`config.mk`:
```
export PLATFORM = sky130hd
export DESIGN_NAME = edge_tick_counter
export DESIGN_NICKNAME = d
export VERILOG_FILES = /design/src/rtl/edge_tick_counter.sv
export SDC_FILE = /design/constraint.sdc
export NUM_CORES = 1
export LEC_CHECK = 0
export CAP_MARGIN = 20
export CORE_MARGIN = 10
export CORE_UTILIZATION = 50
export CTS_BUF_LIST = sky130_fd_sc_hd__clkbuf_4
export DETAILED_ROUTE_END_ITERATION = 7
export GPL_ROUTABILITY_DRIVEN = 0
export PLACE_DENSITY = 0.86
export SYNTH_ARGS = -nofsm -noshare
export SYNTH_HDL_FRONTEND = slang
export SYNTH_SLANG_ARGS = --single-unit
```
`constraint.sdc`:
```
create_clock -name clk -period 2.5 [get_ports clk]
set_input_delay 0.5 -clock clk [delete_from_list [all_inputs] [get_ports clk]]
set_output_delay 0.5 -clock clk [all_outputs]
set_load 0.02 [all_outputs]
```
`src/rtl/edge_tick_counter.sv`:
```
// -----------------------------------------------------------------------------
// edge_tick_counter
//
// Purpose:
//   Synchronizes the divided-clock signal div_in into the clk domain and emits
//   one-cycle rise_tick / fall_tick pulses for its edges.  A small
//   IDLE/COUNT/DONE controller counts rise_ticks after a start request until
//   the latched target is reached, then pulses done.
//
// Ports:
//   clk        in   1      sole clock, all state on posedge
//   asyn_rst   in   1      asynchronous active-high reset
//   div_in     in   1      divided-clock signal, treated as asynchronous data
//   start      in   1      request to begin a run (accepted only in IDLE)
//   target     in   CNT_W  rising edges to count, sampled when start accepted
//   rise_tick  out  1      one-cycle pulse per synchronized rising edge
//   fall_tick  out  1      one-cycle pulse per synchronized falling edge
//   count      out  CNT_W  rising edges counted in the current or last run
//   busy       out  1      high while counting
//   done       out  1      one-cycle pulse when a run completes
// -----------------------------------------------------------------------------
module edge_tick_counter #(
    parameter int CNT_W       = 8,
    parameter int SYNC_STAGES = 2   // legal range 2..4
) (
    input  logic             clk,
    input  logic             asyn_rst,
    input  logic             div_in,
    input  logic             start,
    input  logic [CNT_W-1:0] target,
    output logic             rise_tick,
    output logic             fall_tick,
    output logic [CNT_W-1:0] count,
    output logic             busy,
    output logic             done
);

    // Each state owns at most one bit, so busy and done are single flops
    // and cannot glitch on a COUNT->DONE transition.
    typedef enum logic [1:0] {
        IDLE  = 2'b00,
        COUNT = 2'b01,
        DONE  = 2'b10
    } state_t;

    logic [SYNC_STAGES-1:0] sync_reg;
    logic                   sync_out;
    logic                   prev_reg;
    logic                   rise_reg;
    logic                   fall_reg;

    state_t                 state_reg;
    state_t                 state_next;
    logic [CNT_W-1:0]       count_reg;
    logic [CNT_W-1:0]       count_next;
    logic [CNT_W-1:0]       tgt_reg;
    logic [CNT_W-1:0]       tgt_next;
    logic [CNT_W-1:0]       count_inc;

    // ------------------------------------------------------------------
    // Synchronizer chain and edge detection. Runs regardless of FSM state.
    // ------------------------------------------------------------------
    assign sync_out = sync_reg[SYNC_STAGES-1];

    always_ff @(posedge clk or posedge asyn_rst) begin
        if (asyn_rst) begin
            sync_reg <= '0;
            prev_reg <= 1'b0;
            rise_reg <= 1'b0;
            fall_reg <= 1'b0;
        end else begin
            sync_reg <= {sync_reg[SYNC_STAGES-2:0], div_in};
            prev_reg <= sync_out;
            rise_reg <= sync_out & ~prev_reg;
            fall_reg <= ~sync_out & prev_reg;
        end
    end

    // ------------------------------------------------------------------
    // Run controller: state, count and latched target registers.
    // ------------------------------------------------------------------
    always_ff @(posedge clk or posedge asyn_rst) begin
        if (asyn_rst) begin
            state_reg <= IDLE;
            count_reg <= '0;
            tgt_reg   <= '0;
        end else begin
            state_reg <= state_next;
            count_reg <= count_next;
            tgt_reg   <= tgt_next;
        end
    end

    assign count_inc = count_reg + CNT_W'(1);

    always_comb begin
        state_next = state_reg;
        count_next = count_reg;
        tgt_next   = tgt_reg;
        case (state_reg)
            IDLE: begin
                // A rise_tick coincident with the accepted start is dropped
                // because counting only happens in COUNT.
                if (start) begin
                    tgt_next   = target;
                    count_next = '0;
                    state_next = (target != '0) ? COUNT : DONE;
                end
            end
            COUNT: begin
                // count < tgt_reg holds throughout COUNT, so the increment
                // can never wrap; the run stops on reaching the target.
                if (rise_reg) begin
                    count_next = count_inc;
                    if (count_inc == tgt_reg) begin
                        state_next = DONE;
                    end
                end
            end
            DONE: begin
                state_next = IDLE;
            end
            default: begin
                state_next = IDLE;
            end
        endcase
    end

    assign rise_tick = rise_reg;
    assign fall_tick = fall_reg;
    assign count     = count_reg;
    assign busy      = state_reg[0];
    assign done      = state_reg[1];

endmodule
```
==> flow_summary.ini, run 1 <==
[grt]
grt_use_total_pct = 10.53
grt_pass1_vias = 939
gr-total-overflow = 0
grt_pass1_wl_um = 4340
antenna_found_initial = 0
grt_max_degree = 14

[floorplan]
die_area_um2 = 4770
die_x_um = 69.07
core_region_area_um2 = 2255
rows = 17
pin_count = 24
initial_core_util_pct = 53.39
fp.dieH_um = 69.07

[worst_setup_path]
end_kind = register
crit_family = compound AO/OA/AOI/OAI gates
cpMaxStageDelayCell = dfrtp_1
required_ps = 2750
cp_max_fo = 8
crit_path_max_incr_delay_ps = 460
arrival_ps = 2380
worstSetupPathDepth = 6
critPathKind = register to register
path_cells = ha_1 > nand2_4 > xnor2_1 > or3_1 > a2111oi_2 > o221a_1
start_kind = register
cp.buffers_inverters = 0
rr_worst_depth = 6

[timing]
maxSlewHeadroom_pct = 70.64
fin_crit_ps = 2129
clock.fmax_ghz = 0.4697
finClkSkew_ps = 6.742
tightest_slew_ps = 438.8
period_share_pct = 85.16
final_hold_viol_count = 0
setup-violations-final = 0
rsz0062_at_grt = no
setup_tns_ps = 0
slew_viol_final = 0
timing.hold.ws_ps = 373.2

[logic_synthesis]
syn_area_um2 = 1204
synth_edf_count = 0
ys_seq_elements = 23
synth_top_family_by_area = compound AO/OA/AOI/OAI gates
ys_top_cells_by_area = dfrtp_1 (48%), mux2_2 (7.5%), xnor2_1 (6.5%), o21ai_0 (5.4%), xor2_1 (2.9%)
synth.area.mux_share_pct = 7.484
async_flop_share_pct = 100.0
synth-xor-area-share_pct = 9.459
seq_area_frac_synth_pct = 47.82
ys.flop_type = dfrtp_1
synth_adder_area_share_pct = 1.040
yosysWarnings = 0
postSynthAreaPerCell_um2 = 10.94
synthCells = 110
yosysTopAreaCell = dfrtp_1
synth_common_cells = dfrtp_1 (23), o21ai_0 (13), xnor2_1 (9)
synth-compound-area-share_pct = 14.66
syn_nets = 123
yosysTopAreaCellShare_pct = 47.82
synthSimpleGateAreaFrac_pct = 14.14
synth_most_common_cell = dfrtp_1
synth.distinct_cells = 36

[routing]
route.vias.total = 915
wirelength_um = 2582
final_antenna_net_count = 0
vias_per_cell = 5.719
drcViolationCount = 0
dr.pass1.iters = 4
drtIter0Drc = 70
wl_per_cell_um = 16.14

[finish]
final_util_pct = 64.59
drive_gt1_share_pct = 14.39
area_growth_pct = 21.00
nets = 146
diodes = 0
finish.instance_area_um2 = 1456

[cts]
clkLatencyLatePin_ps = 310
cts_made_buffers = 3
cts_setup_buffers = 0
htreeDepth = 1
cts_sinks = 23
clk_path_buf_depth = 2
cts_root_buffer = clkbuf_4
clkSlewWorstSetupHoldPaths_ps = 130
cts_resized = 0
cts_tree = done
ctsHoldBuffers = 0

[flow_run]
cap_violations = 0

[power]
total_power_mw = 1.320
leakagePower_nw = 0.6132
irDropWorstVdd_mv = 0.6422
power_density_nw_per_um2 = 906.6

[place]
dp_hpwl_um = 2001
io_buffers = 23
placed_area_um2 = 1426

[status]
status = finished clean

[min_path]
hold_class = register to register
min_path_cells = 0
power by group:
group / internal [mW] / leakage [nW] / switching, mW
clock network: 0.0732 / 0.0184 / 0.111
logic: 0.291 / 0.305 / 0.267
registers: 0.471 / 0.289 / 0.108
total: 0.835 / 0.613 / 0.486
per-layer routing:
| metal | GRT usage, % | wire [um] |
|---|---|---|
| met1 | 12.22 | 1097 |
| met2 | 17.14 | 1286 |
| met3 | 3.138 | 166 |
| met4 | 5.100 | 31 |
| met5 | 0 | 0 |
placed cells by master, fill, tap and decap left out:
| master | synthesis | final |
|---|---|---|
| o21ai_0 | 13 | 13 |
| nand3_1 | 2 | 2 |
| a31oi_1 | 1 | 1 |
| and2_1 | 2 | 2 |
| or3_1 | 1 | 1 |
| and4_2 | 1 | 1 |
| o31ai_1 | 4 | 4 |
| and4_4 | 1 | 1 |
| a32o_1 | 1 | 1 |
| nor2_1 | 5 | 5 |
| nor4_1 | 2 | 2 |
| clkdlybuf4s50_1 | 0 | 23 |
| a2111oi_2 | 1 | 1 |
| or2_2 | 1 | 1 |
| a22o_1 | 1 | 1 |
| nor3_1 | 1 | 1 |
| clkbuf_4 | 0 | 4 |
| and4b_1 | 1 | 1 |
| a21oi_1 | 3 | 3 |
| inv_1 | 2 | 2 |
| xor2_1 | 4 | 4 |
| ha_1 | 1 | 1 |
| buf_4 | 1 | 2 |
| dfrtp_1 | 23 | 23 |
| xnor2_1 | 9 | 9 |
| nor3b_1 | 1 | 1 |
| nor2b_1 | 2 | 2 |
| a211oi_1 | 2 | 2 |
| o221a_1 | 1 | 1 |
| or2b_1 | 1 | 1 |
| nand4_1 | 1 | 1 |
| nand2_1 | 6 | 6 |
| nand2_4 | 1 | 1 |
| mux2_2 | 8 | 8 |
path summary, 6_finish.rpt:
check	start	to	slack, ps
max	count[0]	state_reg[1]	370
min	sync_reg[0]	sync_reg[1]	370
max reg2reg	count[0]	state_reg[1]	370
min reg2reg	sync_reg[0]	sync_reg[1]	370
max in group asynchronous	asyn_rst	count[4]	1510
min in group asynchronous	asyn_rst	tgt_reg[6]	450
through the flow:
step                      setup WS (ps)  instances
final                             371.0        160
after detailed placement          423.9        156
after CTS                         388.1        160
after floorplan                   449.6        110
after global routing              219.1        160
after global placement            524.4        156
area by class of cell:
| cell class | instances | area (um^2) |
|---|---|---|
| clock buffer | 4 | 30.03 |
| fill | 192 | 798.3 |
| inverter | 2 | 7.507 |
| multi-input combinational | 78 | 563.0 |
| sequential | 23 | 575.6 |
| tap | 28 | 35.03 |
| timing repair buffer | 25 | 245.2 |
cells by family (layout without fill, tap and decap cells):
| family | Yosys count | count (layout) |
|---|---|---|
| fa+ha+maj | 1 | 1 |
| simple gates | 29 | 29 |
| buf+inv | 9 | 31 |
| mux | 8 | 8 |
| flops | 23 | 23 |
| compound gates | 27 | 27 |
| xor+xnor | 13 | 13 |
No activity file was read; power rests on OpenSTA's default activity.
==> inputs of run 2 (changes only) <==
CORE_MARGIN = 5   (was 10)
==> flow_summary.ini, run 2 (synthesized netlist as in run 1, its figures left out) <==
[grt]
grt_max_degree = 19
use_met2_pct = 26.18
gr-total-overflow = 0
antenna_found_initial = 0
busiest_layer = met2
grt_util_met1_pct = 18.74
grt_pass1_wl_um = 4077
use_met3_pct = 4.139
grt_use_total_pct = 15.57
grt_pass1_vias = 884

[worst_setup_path]
crit_path_max_incr_delay_ps = 450
cp.buffers_inverters = 0
arrival_ps = 2330
cp_max_fo = 8
critPathKind = register to register
start_kind = register
end_kind = register
rr_worst_depth = 6
required_ps = 2760
worstSetupPathDepth = 6
crit_family = compound AO/OA/AOI/OAI gates
path_cells = ha_1 > nand2_4 > xnor2_1 > or3_1 > a2111oi_2 > o221a_1
cpMaxStageDelayCell = dfrtp_1

[cts]
clkSlewWorstSetupHoldPaths_ps = 130
htreeDepth = 1
ctsHoldBuffers = 0
cts_setup_buffers = 0
cts_sinks = 23
cts_made_buffers = 3
cts_root_buffer = clkbuf_4
cts_resized = 0
cts_tree = done
clkLatencyLatePin_ps = 310
clk_path_buf_depth = 2

[power]
power_density_nw_per_um2 = 892.5
irDropWorstVdd_mv = 0.5724
leakagePower_nw = 0.6087

[floorplan]
die_area_um2 = 3489
initial_core_util_pct = 53.39
fp.dieH_um = 59.07
core_region_area_um2 = 2255
pin_count = 24
die_x_um = 59.07
rows = 17

[timing]
fin_crit_ps = 2063
setup-violations-final = 0
tightest_slew_ps = 473.6
setup_tns_ps = 0
period_share_pct = 82.52
slew_viol_final = 0
final_hold_viol_count = 0
timing.hold.ws_ps = 360.5
maxSlewHeadroom_pct = 68.31
rsz0062_at_grt = no
finClkSkew_ps = 5.759
clock.fmax_ghz = 0.4848

[place]
io_buffers = 23
dp_hpwl_um = 1862

[routing]
drcViolationCount = 0
vias_per_cell = 5.750
dr.pass1.iters = 4
wirelength_um = 2380
drtIter0Drc = 20
wl_per_cell_um = 14.88
final_antenna_net_count = 0
route.vias.total = 920

[flow_run]
cap_violations = 0

[finish]
final_cell_mix = dfrtp_1 (23), clkdlybuf4s50_1 (23), o21ai_0 (13)
diodes = 0
drive_gt1_share_pct = 14.39
area_growth_pct = 21.00
nFillCells = 196
nets = 146

[status]
status = finished clean

[min_path]
hold_class = input port to async pin
## run 2: metrics by stage
stage | total power [mW] | util (%) | cell area [um^2] | cells | setup WS [ps]
floorplan | 0.9964 | - | 1204 | 110 | 449.6
CTS | 1.314 | 64.59 | 1456 | 160 | 429.6
global placement | 1.110 | 63.26 | 1426 | 156 | 525.8
finish | 1.300 | 64.59 | 1456 | 160 | 437.1
detailed placement | 1.137 | 63.26 | 1426 | 156 | 457.2
global route | 1.395 | 64.59 | 1456 | 160 | 312.3
## run 2: worst register-to-register path, delay by kind of cell (launching register included)
family / cells / cell delay [ps]
xor+xnor: 1 / 140
flops: 1 / 450
simple gates: 2 / 460
compound gates: 2 / 610
fa+ha+maj: 1 / 370
## run 2: layout make-up
class                   count  area, um^2  area share (%)
multi-input cells          78       563.0           38.66
well taps                  28       35.03           2.405
flip-flops and latches     23       575.6           39.52
repair buffers             25       245.2           16.84
clock inverters             1       7.507          0.5155
clock buffers               3       22.52           1.546
inverters                   2       7.507          0.5155
## run 2: path summary, 6_finish.rpt
path | startpoint | end | slack, ps
worst min register to register | sync_reg[0] | sync_reg[1] | 380
worst max-delay path | count[0] | state_reg[1] | 440
worst min-delay path | asyn_rst | sync_reg[1] | 360
worst max register to register | count[0] | state_reg[1] | 440
max in group asynchronous | asyn_rst | count[1] | 1650
min in group clk | sync_reg[0] | sync_reg[1] | 380
## run 2: where the power goes
group	switching, mW	internal (mW)	total (mW)
registers	0.106	0.471	0.577
logic	0.257	0.290	0.547
clock network	0.115	0.0611	0.176
## run 2: routing by layer
layer,share of wire [%],vias up
met5,0,-
met4,1.4,0
met3,5.7,6
met2,50,27
li1,-,441
met1,43,446
==> inputs of run 3 (changes only) <==
clock period = 2 ns   (was 2.5 ns; I/O delays follow)
==> flow_summary.ini, run 3 (synthesized netlist as in run 1, its figures left out) <==
[min_path]
worstHoldEndpoint = sync_reg[1]
min_path_cells = 0
min_from = sync_reg[0]
hold_class = register to register

[worst_setup_path]
critPathKind = register to register
r2r_slack_ps = 60
rr_worst_depth = 6
reg2reg_from = count[0]
end_kind = register
arrival_ps = 2190
cp_max_fo = 8
r2r-end = state_reg[1]
required_ps = 2250
start_kind = register

[floorplan]
fp.dieH_um = 59.07
pin_count = 24
core_region_area_um2 = 2255
die_x_um = 59.07
initial_core_util_pct = 53.39
die_area_um2 = 3489
rows = 17

[grt]
grt_max_degree = 24
grt_use_total_pct = 15.95
grt_pass1_vias = 965
gr-total-overflow = 0
grt_pass1_wl_um = 4347
antenna_found_initial = 0

[power]
seq_power_share_pct = 40.0
leakagePower_nw = 0.6525
pwr-share-clk_pct = 12.1
p_comb_share_pct = 47.9
intPower_mw = 1.130
p_switching_uw = 663.8
netSwitchingFraction_pct = 37.00
power_density_nw_per_um2 = 1155
irDropWorstVdd_mv = 0.8388

[cts]
cts_made_buffers = 3
cts_tree = done
clk_path_buf_depth = 2
htreeDepth = 1
cts_sinks = 23
clkSlewWorstSetupHoldPaths_ps = 120
clkLatencyLatePin_ps = 300
cts_root_buffer = clkbuf_4

[timing]
finClkSkew_ps = 4.718
slew_viol_final = 0
fin_crit_ps = 1942
period_share_pct = 97.08
final.setup.worst_slack_ps = 58.45
clock.fmax_ghz = 0.5151
setup-violations-final = 0
tightest_slew_ps = 522.9
timing.hold.ws_ps = 379.7
maxSlewHeadroom_pct = 65.01
final_hold_viol_count = 0

[routing]
dr.pass1.iters = 4
wirelength_um = 2777
wl_per_cell_um = 16.63
route.vias.total = 987
vias_per_cell = 5.910
drtIter0Drc = 37
drcViolationCount = 0
final_antenna_net_count = 0

[finish]
diodes = 0
final_util_pct = 68.92
nets = 153
drive_gt1_share_pct = 23.74
final_cell_mix = clkdlybuf4s50_1 (23), dfrtp_1 (20), o21ai_0 (13)
area_growth_pct = 29.11
final_common_cell = clkdlybuf4s50_1

[place]
preCtsSetupSlack_ps = 68.86
dp_hpwl_um = 1975
io_buffers = 23

[status]
status = finished clean

[flow_run]
cap_violations = 0
[run 3: changes by cell type in the layout (fill, tap and decap cells not counted), sizes merged]
cell / change
buf: +7
clkbuf: +1
clkinvlp: -1
[run 3: how the worst max path moves through the flow]
stage,from,endpoint,slack (ps),cells past startpoint
global placement,count[0],state_reg[1],140,6
CTS,count[0],state_reg[1],30,7
floorplan,count[2],state_reg[1],5,8
detailed placement,count[0],state_reg[1],70,6
finish,count[0],state_reg[1],60,6
global route,count[0],state_reg[1],-60,6
[run 3: power groups by stage]
stage | Combinational, mW | Clock, mW | Sequential (mW)
2_1_floorplan | 0.504 | 0 | 0.744
3_3_place_gp | 0.753 | 0 | 0.698
3_5_place_dp | 0.772 | 0 | 0.713
4_1_cts | 0.776 | 0.225 | 0.703
5_1_grt | 0.937 | 0.241 | 0.734
6_report | 0.859 | 0.218 | 0.717
[run 3: cell type report]
| class | count | area [um^2] |
|---|---|---|
| fillers | 180 | 700.7 |
| flip-flops and latches | 23 | 579.3 |
| repair buffers | 32 | 297.8 |
| multi-input cells | 78 | 604.3 |
| inverters | 2 | 7.507 |
| clock buffers | 4 | 30.03 |
| well taps | 28 | 35.03 |
[run 3: stage by stage]
| step | TNS, ps | cell area (um^2) | power (mW) | std cells |
|---|---|---|---|---|
| floorplan | 0 | 1207 | 1.249 | 110 |
| global placement | 0 | 1468 | 1.451 | 161 |
| detailed placement | 0 | 1468 | 1.485 | 161 |
| CTS | 0 | 1498 | 1.705 | 165 |
| global route | -82.64 | 1554 | 1.912 | 167 |
| finish | 0 | 1554 | 1.794 | 167 |
[run 3: what timing repair did]
item                                    4_1_cts  5_1_grt
setup buffers                                 0        2
endpoints found under the setup margin        0        2
resized for setup                             0        6
hold buffers                                  0        0
hold endpoints to repair                      0        0
[run 3: worst max-delay path: stages, from the launching register on]
cell and delay, ps:
dfrtp_1 450, and2_2 270, o21ai_0 240, a32o_1 200
o21ai_0 150, a2111oi_4 350, o221a_1 230
[run 3: metal layers]
| layer | track usage [%] | part of all wire [%] | vias up |
|---|---|---|---|
| li1 | - | - | 450 |
| met1 | 20.71 | 40 | 489 |
| met2 | 26.81 | 53 | 40 |
| met3 | 2.832 | 5.2 | 8 |
| met4 | 5.178 | 1.9 | 0 |
| met5 | 0 | 0 | - |
